**src/rtl/fb_pkg.sv**
```systemverilog
// ---------------------------------------------------------------------------
// fb_pkg : shared types and constants for the framebuffer arbiter  (rev 1.0)
// ---------------------------------------------------------------------------
`default_nettype none

package fb_pkg;

  localparam int FB_WORDS     = 38400;
  localparam int FB_AW        = 16;
  localparam int PIX_W        = 3;
  localparam int PIX_PER_WORD = 8;
  localparam int WORD_W       = PIX_W * PIX_PER_WORD;

  typedef enum logic [1:0] {
    IDLE    = 2'd0,
    RD_WAIT = 2'd1,
    CAPTURE = 2'd2,
    WR      = 2'd3
  } drw_state_e;

  typedef enum logic [1:0] {
    NONE = 2'd0,
    VID  = 2'd1,
    DRW  = 2'd2
  } rd_tag_e;

endpackage

`default_nettype wire

```
**src/rtl/fb_pixel_merge.sv**
```systemverilog
// ---------------------------------------------------------------------------
// fb_pixel_merge : insert one packed pixel into a framebuffer word  (rev 1.0)
// ---------------------------------------------------------------------------
`default_nettype none

module fb_pixel_merge
  import fb_pkg::*;
(
  input  logic [WORD_W-1:0] word_i,
  input  logic [2:0]        slot_i,
  input  logic [PIX_W-1:0]  pixel_i,
  output logic [WORD_W-1:0] word_o
);

  always_comb begin
    word_o = word_i;
    for (int n = 0; n < PIX_PER_WORD; n++) begin
      if (slot_i == 3'(n)) begin
        word_o[n*PIX_W +: PIX_W] = pixel_i;
      end
    end
  end

endmodule

`default_nettype wire

```
**src/rtl/fb_mem_arbiter.sv**
```systemverilog
// ---------------------------------------------------------------------------
// fb_mem_arbiter : video fetch / pixel RMW arbiter for the framebuffer RAM
// Optional FB_CLEAR_EN adds a full-screen clear engine.            (rev 1.0)
// ---------------------------------------------------------------------------
`default_nettype none

module fb_mem_arbiter
  import fb_pkg::*;
#(
  parameter int WORDS = FB_WORDS,
  parameter int AW    = FB_AW
) (
  input  logic              clk,
  input  logic              reset_n,
  input  logic              vid_req,
  input  logic [AW-1:0]     vid_word_addr,
  output logic              vid_valid,
  output logic [WORD_W-1:0] vid_data,
  input  logic              drw_req,
  input  logic [18:0]       drw_addr,
  input  logic [PIX_W-1:0]  drw_pixel,
  output logic              drw_ack,
  output logic              drw_busy,
`ifdef FB_CLEAR_EN
  input  logic              clr_start,
  input  logic [PIX_W-1:0]  clr_color,
  output logic              clr_busy,
`endif
  output logic              mem_en,
  output logic              mem_we,
  output logic [AW-1:0]     mem_addr,
  output logic [WORD_W-1:0] mem_wdata,
  input  logic [WORD_W-1:0] mem_rdata
);

  drw_state_e        state_q;
  rd_tag_e           tag0_q, tag1_q;
  logic [WORD_W-1:0] wbuf_q, w_merged;
  logic              vid_valid_q, drw_ack_q, drw_busy_q;
  logic [WORD_W-1:0] vid_data_q, mem_wdata_q;
  logic              mem_en_q, mem_we_q;
  logic [AW-1:0]     mem_addr_q;

  logic [15:0] w_drw_word;
  logic        w_drw_oor, w_hold, w_drw_rd, w_drw_drop, w_drw_wr;

  assign w_drw_word = drw_addr[18:3];
  assign w_drw_oor  = (32'(w_drw_word) >= WORDS);

  // Video owns the port whenever it asks; every draw step yields to it.
  assign w_drw_rd   = (state_q == IDLE) && drw_req && !w_hold && !w_drw_oor && !vid_req;
  assign w_drw_drop = (state_q == IDLE) && drw_req && !w_hold && w_drw_oor;
  assign w_drw_wr   = (state_q == WR) && !vid_req;

  fb_pixel_merge u_merge (
    .word_i  (mem_rdata),
    .slot_i  (drw_addr[2:0]),
    .pixel_i (drw_pixel),
    .word_o  (w_merged)
  );

`ifdef FB_CLEAR_EN
  logic             clr_busy_q;
  logic [AW-1:0]    clr_cnt_q;
  logic [PIX_W-1:0] clr_color_q;
  logic             w_clr_go, w_clr_wr;

  assign w_clr_go = (state_q == IDLE) && clr_start && !clr_busy_q && !w_drw_rd && !w_drw_drop;
  assign w_clr_wr = clr_busy_q && !vid_req && !w_drw_wr;
  assign w_hold   = clr_busy_q;
  assign clr_busy = clr_busy_q;

  always_ff @(posedge clk or negedge reset_n) begin
    if (!reset_n) begin
      clr_busy_q  <= 1'b0;
      clr_cnt_q   <= '0;
      clr_color_q <= '0;
    end else if (w_clr_go) begin
      clr_busy_q  <= 1'b1;
      clr_cnt_q   <= '0;
      clr_color_q <= clr_color;
    end else if (w_clr_wr) begin
      if (clr_cnt_q == AW'(WORDS - 1)) begin
        clr_busy_q <= 1'b0;
      end else begin
        clr_cnt_q <= clr_cnt_q + 1'b1;
      end
    end
  end
`else
  assign w_hold = 1'b0;
`endif

  always_ff @(posedge clk or negedge reset_n) begin
    if (!reset_n) begin
      state_q     <= IDLE;
      tag0_q      <= NONE;
      tag1_q      <= NONE;
      wbuf_q      <= '0;
      vid_valid_q <= 1'b0;
      vid_data_q  <= '0;
      drw_ack_q   <= 1'b0;
      drw_busy_q  <= 1'b0;
      mem_en_q    <= 1'b0;
      mem_we_q    <= 1'b0;
      mem_addr_q  <= '0;
      mem_wdata_q <= '0;
    end else begin
      mem_en_q    <= 1'b0;
      mem_we_q    <= 1'b0;
      drw_ack_q   <= 1'b0;
      vid_valid_q <= 1'b0;
      tag0_q      <= NONE;
      tag1_q      <= tag0_q;

      // Read data belongs to whoever issued the read two edges ago.
      if (tag1_q == VID) begin
        vid_valid_q <= 1'b1;
        vid_data_q  <= mem_rdata;
      end

      if (vid_req) begin
        mem_en_q   <= 1'b1;
        mem_addr_q <= vid_word_addr;
        tag0_q     <= VID;
      end else if (w_drw_wr) begin
        mem_en_q    <= 1'b1;
        mem_we_q    <= 1'b1;
        mem_addr_q  <= AW'(w_drw_word);
        mem_wdata_q <= wbuf_q;
      end else if (w_drw_rd) begin
        mem_en_q   <= 1'b1;
        mem_addr_q <= AW'(w_drw_word);
        tag0_q     <= DRW;
      end
`ifdef FB_CLEAR_EN
      else if (w_clr_wr) begin
        mem_en_q    <= 1'b1;
        mem_we_q    <= 1'b1;
        mem_addr_q  <= clr_cnt_q;
        mem_wdata_q <= {PIX_PER_WORD{clr_color_q}};
      end
`endif

      case (state_q)
        IDLE: begin
          if (w_drw_rd) begin
            state_q    <= RD_WAIT;
            drw_busy_q <= 1'b1;
          end else if (w_drw_drop) begin
            drw_ack_q <= 1'b1;
          end
        end
        RD_WAIT: state_q <= CAPTURE;
        CAPTURE: begin
          wbuf_q  <= w_merged;
          state_q <= WR;
        end
        WR: begin
          if (!vid_req) begin
            drw_ack_q  <= 1'b1;
            drw_busy_q <= 1'b0;
            state_q    <= IDLE;
          end
        end
        default: state_q <= IDLE;
      endcase
    end
  end

  assign vid_valid = vid_valid_q;
  assign vid_data  = vid_data_q;
  assign drw_ack   = drw_ack_q;
  assign drw_busy  = drw_busy_q;
  assign mem_en    = mem_en_q;
  assign mem_we    = mem_we_q;
  assign mem_addr  = mem_addr_q;
  assign mem_wdata = mem_wdata_q;

endmodule

`default_nettype wire

```
**config.mk**
```make
export PLATFORM = sky130hd
export DESIGN_NAME = fb_mem_arbiter
export DESIGN_NICKNAME = d
export VERILOG_FILES = /design/src/rtl/fb_pkg.sv /design/src/rtl/fb_pixel_merge.sv /design/src/rtl/fb_mem_arbiter.sv
export SDC_FILE = /design/constraint.sdc
export NUM_CORES = 1
export LEC_CHECK = 0
export ABC_AREA = 1
export ABC_CLOCK_PERIOD_IN_PS = 1700
export BUFFER_PORTS_ARGS = -buffer_cell sky130_fd_sc_hd__buf_2
export CAP_MARGIN = 20
export CORE_UTILIZATION = 50
export DETAILED_ROUTE_END_ITERATION = 10
export GPL_TIMING_DRIVEN = 0
export PLACE_DENSITY = 0.76
export SYNTH_ARGS = -nofsm -noshare
export SYNTH_HDL_FRONTEND = slang
export SYNTH_SLANG_ARGS = --single-unit
```
**constraint.sdc**
```tcl
create_clock -name clk -period 1.7 [get_ports clk]
set_clock_uncertainty 0.05 [all_clocks]
set_input_delay 0.085 -clock clk [delete_from_list [all_inputs] [get_ports clk]]
set_output_delay 0.085 -clock clk [all_outputs]
set_load 0.01 [all_outputs]
```
* Word level (Yosys, flattened, before mapping)
Index checks and enable logic that the tools add are counted.
** Storage, ports and cells
- Bits in registers :: 99
- Input port bits :: 66
- Output and inout bits :: 69
- Logic and storage cells :: 71
** Operators by class
- $lt $le $gt $ge :: 1
- Equality and inequality tests :: 13
- Multiplexer cells :: 30
- Bitwise logic cells :: 1
- Reductions and logical operators :: 14
** Operator list (count)
- 16-bit 2-to-1 mux :: 3
- 3-bit 2-to-1 mux :: 8
- 16-bit greater-or-equal comparator, second input constant :: 1
- 3-bit equality test, second input constant :: 4
- 1-bit 2-to-1 mux :: 11
- 2-bit 2-to-1 mux :: 5
- 2-bit case mux with 4 select lines :: 1
- 3-bit by 2-bit equality test with 1-bit output, second input constant :: 2
- 1-bit logical AND :: 5
- 2-bit by 1-bit equality test with 1-bit output, second input constant :: 2
- 2-bit equality test, second input constant :: 2
- 2-bit != test, second input constant :: 2
- 1-bit case mux with 2 select lines :: 2
- 2-bit AND reduction :: 2
- 3-bit by 1-bit equality test with 1-bit output, second input constant :: 1
- 3-bit logical NOT :: 1
- 3-bit AND reduction :: 1
- 3-bit nonzero test :: 1
- 1-bit logical NOT :: 2
- 2-bit logical NOT :: 1
- 2-bit nonzero test :: 1
- 1-bit inverter :: 1

* Logic depth before layout (Yosys ltp)
- Depth in word-level cells :: 7
- Gate-level depth with buffers :: 9
- Mapped depth without buffers :: 9

* Cells and area by module
A second synthesis with hierarchy kept.
** Unflattened totals
- Cells, all modules :: 540
- Area total of the unflattened synthesis :: 4514.3 sq um
** By module, submodules not included
- fb_mem_arbiter :: instances 1, cells an instance 449, area an instance 4103.9 sq um, seq. area each 2477.4 sq um
- fb_pixel_merge :: instances 1, cells an instance 91, area an instance 410.4 sq um, seq. area each 0.0 sq um

* Worst setup path after synthesis
OpenSTA, ideal clock, no wires.
- Path kind :: register to register
- From :: register state_q[0]
- To :: register mem_addr_q[2], in the netlist mem_addr[2]
- Library setup time :: 0.074 ns
- Data arrival time :: 1.251 ns
- Required time :: 1.576 ns
- Path slack :: 0.325 ns
- Cell stages (with the launch flop) :: 10
- Buffers on the path :: 1
- Period minus slack after synthesis :: 1.375 ns
- Cell sequence :: dfrtp_1 inv_1 ha_1 nand2_1 inv_1 nand3_2 nand3_4 buf_6 nand2_2 o21ai_2
** Between the ends
- Word-level cells in the longest chain between the ends :: 5
- Elaborated cells between the ends (all ways) :: 9
- Classes of those cells :: eq/ne (1); mux (2); reduce/logical (6)
** RTL lines
- start, declared :: line fb_mem_arbiter.sv:36 : drw_state_e state_q;
- start signal, assigned :: line fb_mem_arbiter.sv:96 : state_q <= IDLE;
- start signal, assigned :: line fb_mem_arbiter.sv:148 : state_q <= RD_WAIT;
- start signal, assigned :: line fb_mem_arbiter.sv:154 : RD_WAIT: state_q <= CAPTURE;
- 2-bit logical NOT :: line fb_mem_arbiter.sv:51 : assign w_drw_rd = (state_q == IDLE) && drw_req && !w_hold && !w_drw_oor && !vid_req;
- 1-bit logical AND (3 in a row) :: line fb_mem_arbiter.sv:51
- 3-bit nonzero test (no source line)
- end signal, assigned :: line fb_mem_arbiter.sv:124 : mem_addr_q <= vid_word_addr;
- end signal, assigned :: line fb_mem_arbiter.sv:129 : mem_addr_q <= AW'(w_drw_word);
- end signal, assigned :: line fb_mem_arbiter.sv:133 : mem_addr_q <= AW'(w_drw_word);
- end, declared :: line fb_mem_arbiter.sv:42 : logic [AW-1:0] mem_addr_q;
Parallel ways exist; a longest one is shown, timed or not.
A chain may end at the register's enable or synchronous reset.

* Worst setup path after layout
- From :: input vid_req
- To :: register mem_addr_q[10], in the netlist mem_addr[10]
** Between the ends
- Word-level cells in the longest chain between the ends :: 4
- Elaborated cells between the ends (all ways) :: 6
- Classes of those cells :: mux (2); reduce/logical (4)
** RTL lines
- start, declared :: line fb_mem_arbiter.sv:15 : input logic vid_req,
- 1-bit logical NOT
- 1-bit logical AND :: line fb_mem_arbiter.sv:53 : assign w_drw_wr = (state_q == WR) && !vid_req;
- 16-bit 2-to-1 mux :: line fb_mem_arbiter.sv:126 : end else if (w_drw_wr) begin
- 16-bit 2-to-1 mux :: line fb_mem_arbiter.sv:122 : if (vid_req) begin
Parallel ways exist; a longest one is shown, timed or not.

==> flow_summary_export.csv <==
group,metric,value,unit
critical_path,start_kind,"primary input",
critical_path,arrival,1860,ps
cells_and_area,final_common_cell,"nand2_1",
placed_design,placed_area,5160,µm²
timing,hold_ws,4.19,ps
timing,timing.fmax,607,MHz
timing,worst_pin_slew,521,ps
clock_tree,cts-root-buf,"clkbuf_8",
placed_design,place.gp.congestion,0.876,
cells_and_area,final_area,5910,µm²
timing,fin_ws,53.7,ps
route,num_vias,4024,
die,initial_core_util,52.3,%
synthesis,syn_inst,492,
critical_path,path_max_fanout,10,
timing,finalCritPeriodShare,96.8,%
placed_design,place_ws,54.3,ps
critical_path,cp.required,1920,ps
critical_path,crit_type,"in2reg",
route,ant_nets,0,
placed_design,io_buffers,131,
synthesis,syn_area,4340,µm²
cells_and_area,multiInputGateArea,1460,µm²
power,leakage,3.19,nW
timing,hold_viol_final,0,
hold_path,hold_depth,5,
critical_path,rrSetupSlack,120,ps
outcome,status,"completed",
synthesis,synth-seq-cells,99,
power,total_power,0.00819,W
cells_and_area,nFillCells,627,
grt,grt_max_degree,62,
grt,antenna_found_initial,0,
cells_and_area,layout_common_cells,"149 x nand2_1, 133 x buf_2, 99 x dfrtp_1",
clock_tree,clkTransAtPathRegs,90,ps
grt,grt_pass1_vias,3970,
timing,drv_slew,0,
timing,slew_headroom,65.3,%
critical_path,worst_setup_path_end_kind,"flip-flop",
cells_and_area,nNetsFinal,757,
die,rows,33,
clock_tree,clock_path_buffers,2,
cells_and_area,layout-drive-gt1-share,28.2,%
route,wl_per_cell,14.3,µm
die,core_area,8300,µm²
job,max_cap_violations,0,
route,via_per_inst,5.05,
grt,overflow,0,
die,ios,135,
cells_and_area,diodes,0,
timing,timing.setup.tns,0,ps
clock_tree,postCtsSetupRepairBufs,0,
critical_path,r2r_end,"mem_addr[4]",
power,peakVddDrop,0.694,mV
route,drt_iter0_markers,180,
route,dr.pass1.iters,4,
clock_tree,clock_latency,370,ps
hold_path,whs_endpoint,"mem_addr[12]",
clock_tree,htreeDepth,3,
synthesis,yosysWarnings,0,
critical_path,r2r_cells,9,
cells_and_area,seq_area,2480,µm²
timing,min_period,1650,ps
timing,setup_violations,0,
cells_and_area,syn2layout_area_growth,36.1,%
synthesis,seq_area_frac_synth,57.1,%
die,fp.dieW,95.2,µm
grt,track_usage,26.7,%
placed_design,dp_hpwl,7.53,mm
synthesis,synth_fp_nets,562,
critical_path,r2r_start,"state_q[1]",
synthesis,netlist-cell-type-count,22,
clock_tree,cts_buffers,9,
die,die_h,95.2,µm
hold_path,hold_class,"in2reg",
synthesis,avgSynthCellArea,8.82,µm²
hold_path,min_from,"vid_word_addr[12]",
route,drc,0,
route,wirelength,11.4,mm
clock_tree,cts_tree,"built",
power,power_density,1390,nW/µm²
clock_tree,clock_sinks,99,
grt,grt_pass1_wl,18.2,mm
die,dieArea,9060,µm²
-- worst max-delay path by stage --
| stage | startpoint | endpoint | slack, ps | cells past startpoint |
|---|---|---|---|---|
| after floorplan | state_q[0] | mem_addr[2] | 320 | 9 |
| after CTS | state_q[0] | wbuf_q[2] | 20 | 5 |
| final | vid_req | mem_addr[10] | 50 | 8 |
| after global placement | reset_n | mem_addr[4] | -480 | 1 |
| after global routing | state_q[1] | mem_addr[4] | -10 | 9 |
| after detailed placement | state_q[0] | mem_wdata[14] | 50 | 7 |
-- layout make-up --
| type | instances | share of cell area [%] |
|---|---|---|
| Buffer | 24 | 2.43 |
| Clock buffer | 13 | 2.86 |
| Clock inverter | 3 | 0.762 |
| Inverter | 73 | 4.68 |
| Multi-Input combinational cell | 296 | 24.7 |
| Sequential cell | 99 | 41.9 |
| Tap cell | 105 | 2.22 |
| Timing Repair Buffer | 184 | 20.4 |
-- power by group --
part	switching (W)	internal (W)
sequential	0.000365	0.00318
clock	0.000812	0.000802
combinational	0.00182	0.00121
-- flip-flops by register name, summed over array words and instances (netlist names) --
signal and cells:
drw_ack 1, drw_busy 1, mem_addr 16, mem_en 1, mem_wdata 24, mem_we 1, state_q 2, tag0_q 2
tag1_q 2, vid_data 24, vid_valid 1, wbuf_q 24
-- cell usage after synthesis (all sizes together) --
cell / number / area share, %
clkbuf: 14 / 1.2
a21oi: 1 / 0.12
o22ai: 9 / 1.3
nor2: 15 / 1.5
inv: 73 / 6.3
o211ai: 15 / 2.6
nand2: 152 / 13
o21bai: 1 / 0.17
nand3: 12 / 1.9
dfrtp: 99 / 57
nand4: 1 / 0.14
ha: 4 / 1.2
o21ai: 86 / 11
buf: 10 / 1.9
-- through the flow --
step,util [%],std cells
after global placement,61.8,728
final,71.2,797
after detailed placement,62.2,729
after CTS,71.0,797
after floorplan,-,492
after global routing,71.2,797
-- kinds of logic (layout without fill, tap and decap cells) --
group	count (synthesis)	after routing	synth area share [%]
simple gates	180	180	16.8
flops	99	99	57.1
fa+ha+maj	4	4	1.15
compound gates	112	112	15.6
buf+inv	97	297	9.39
-- repair_timing --
item                                   in CTS  in global routing
endpoints found under the hold margin      86                  0
gates resized for setup                     0                 18
setup endpoints to repair                   0                 49
hold buffers                               52                  0
-- critical path, stage by stage --
cell and delay (ps):
dlygate4sd3_1 530, clkbuf_4 180, clkbuf_2 200, nand2_1 120, nand2_1 60, dlygate4sd3_1 550, nand2_1 90, o21ai_2 60
-- metal layers --
layer	global-route usage (%)	vias up	part of all wire [%]
met5	0	-	0
met4	11.6	0	2.1
met3	5.98	22	5.3
met2	45.4	135	50
met1	32.5	1926	43
li1	-	1941	-
(Power assumes the default switching activity.)
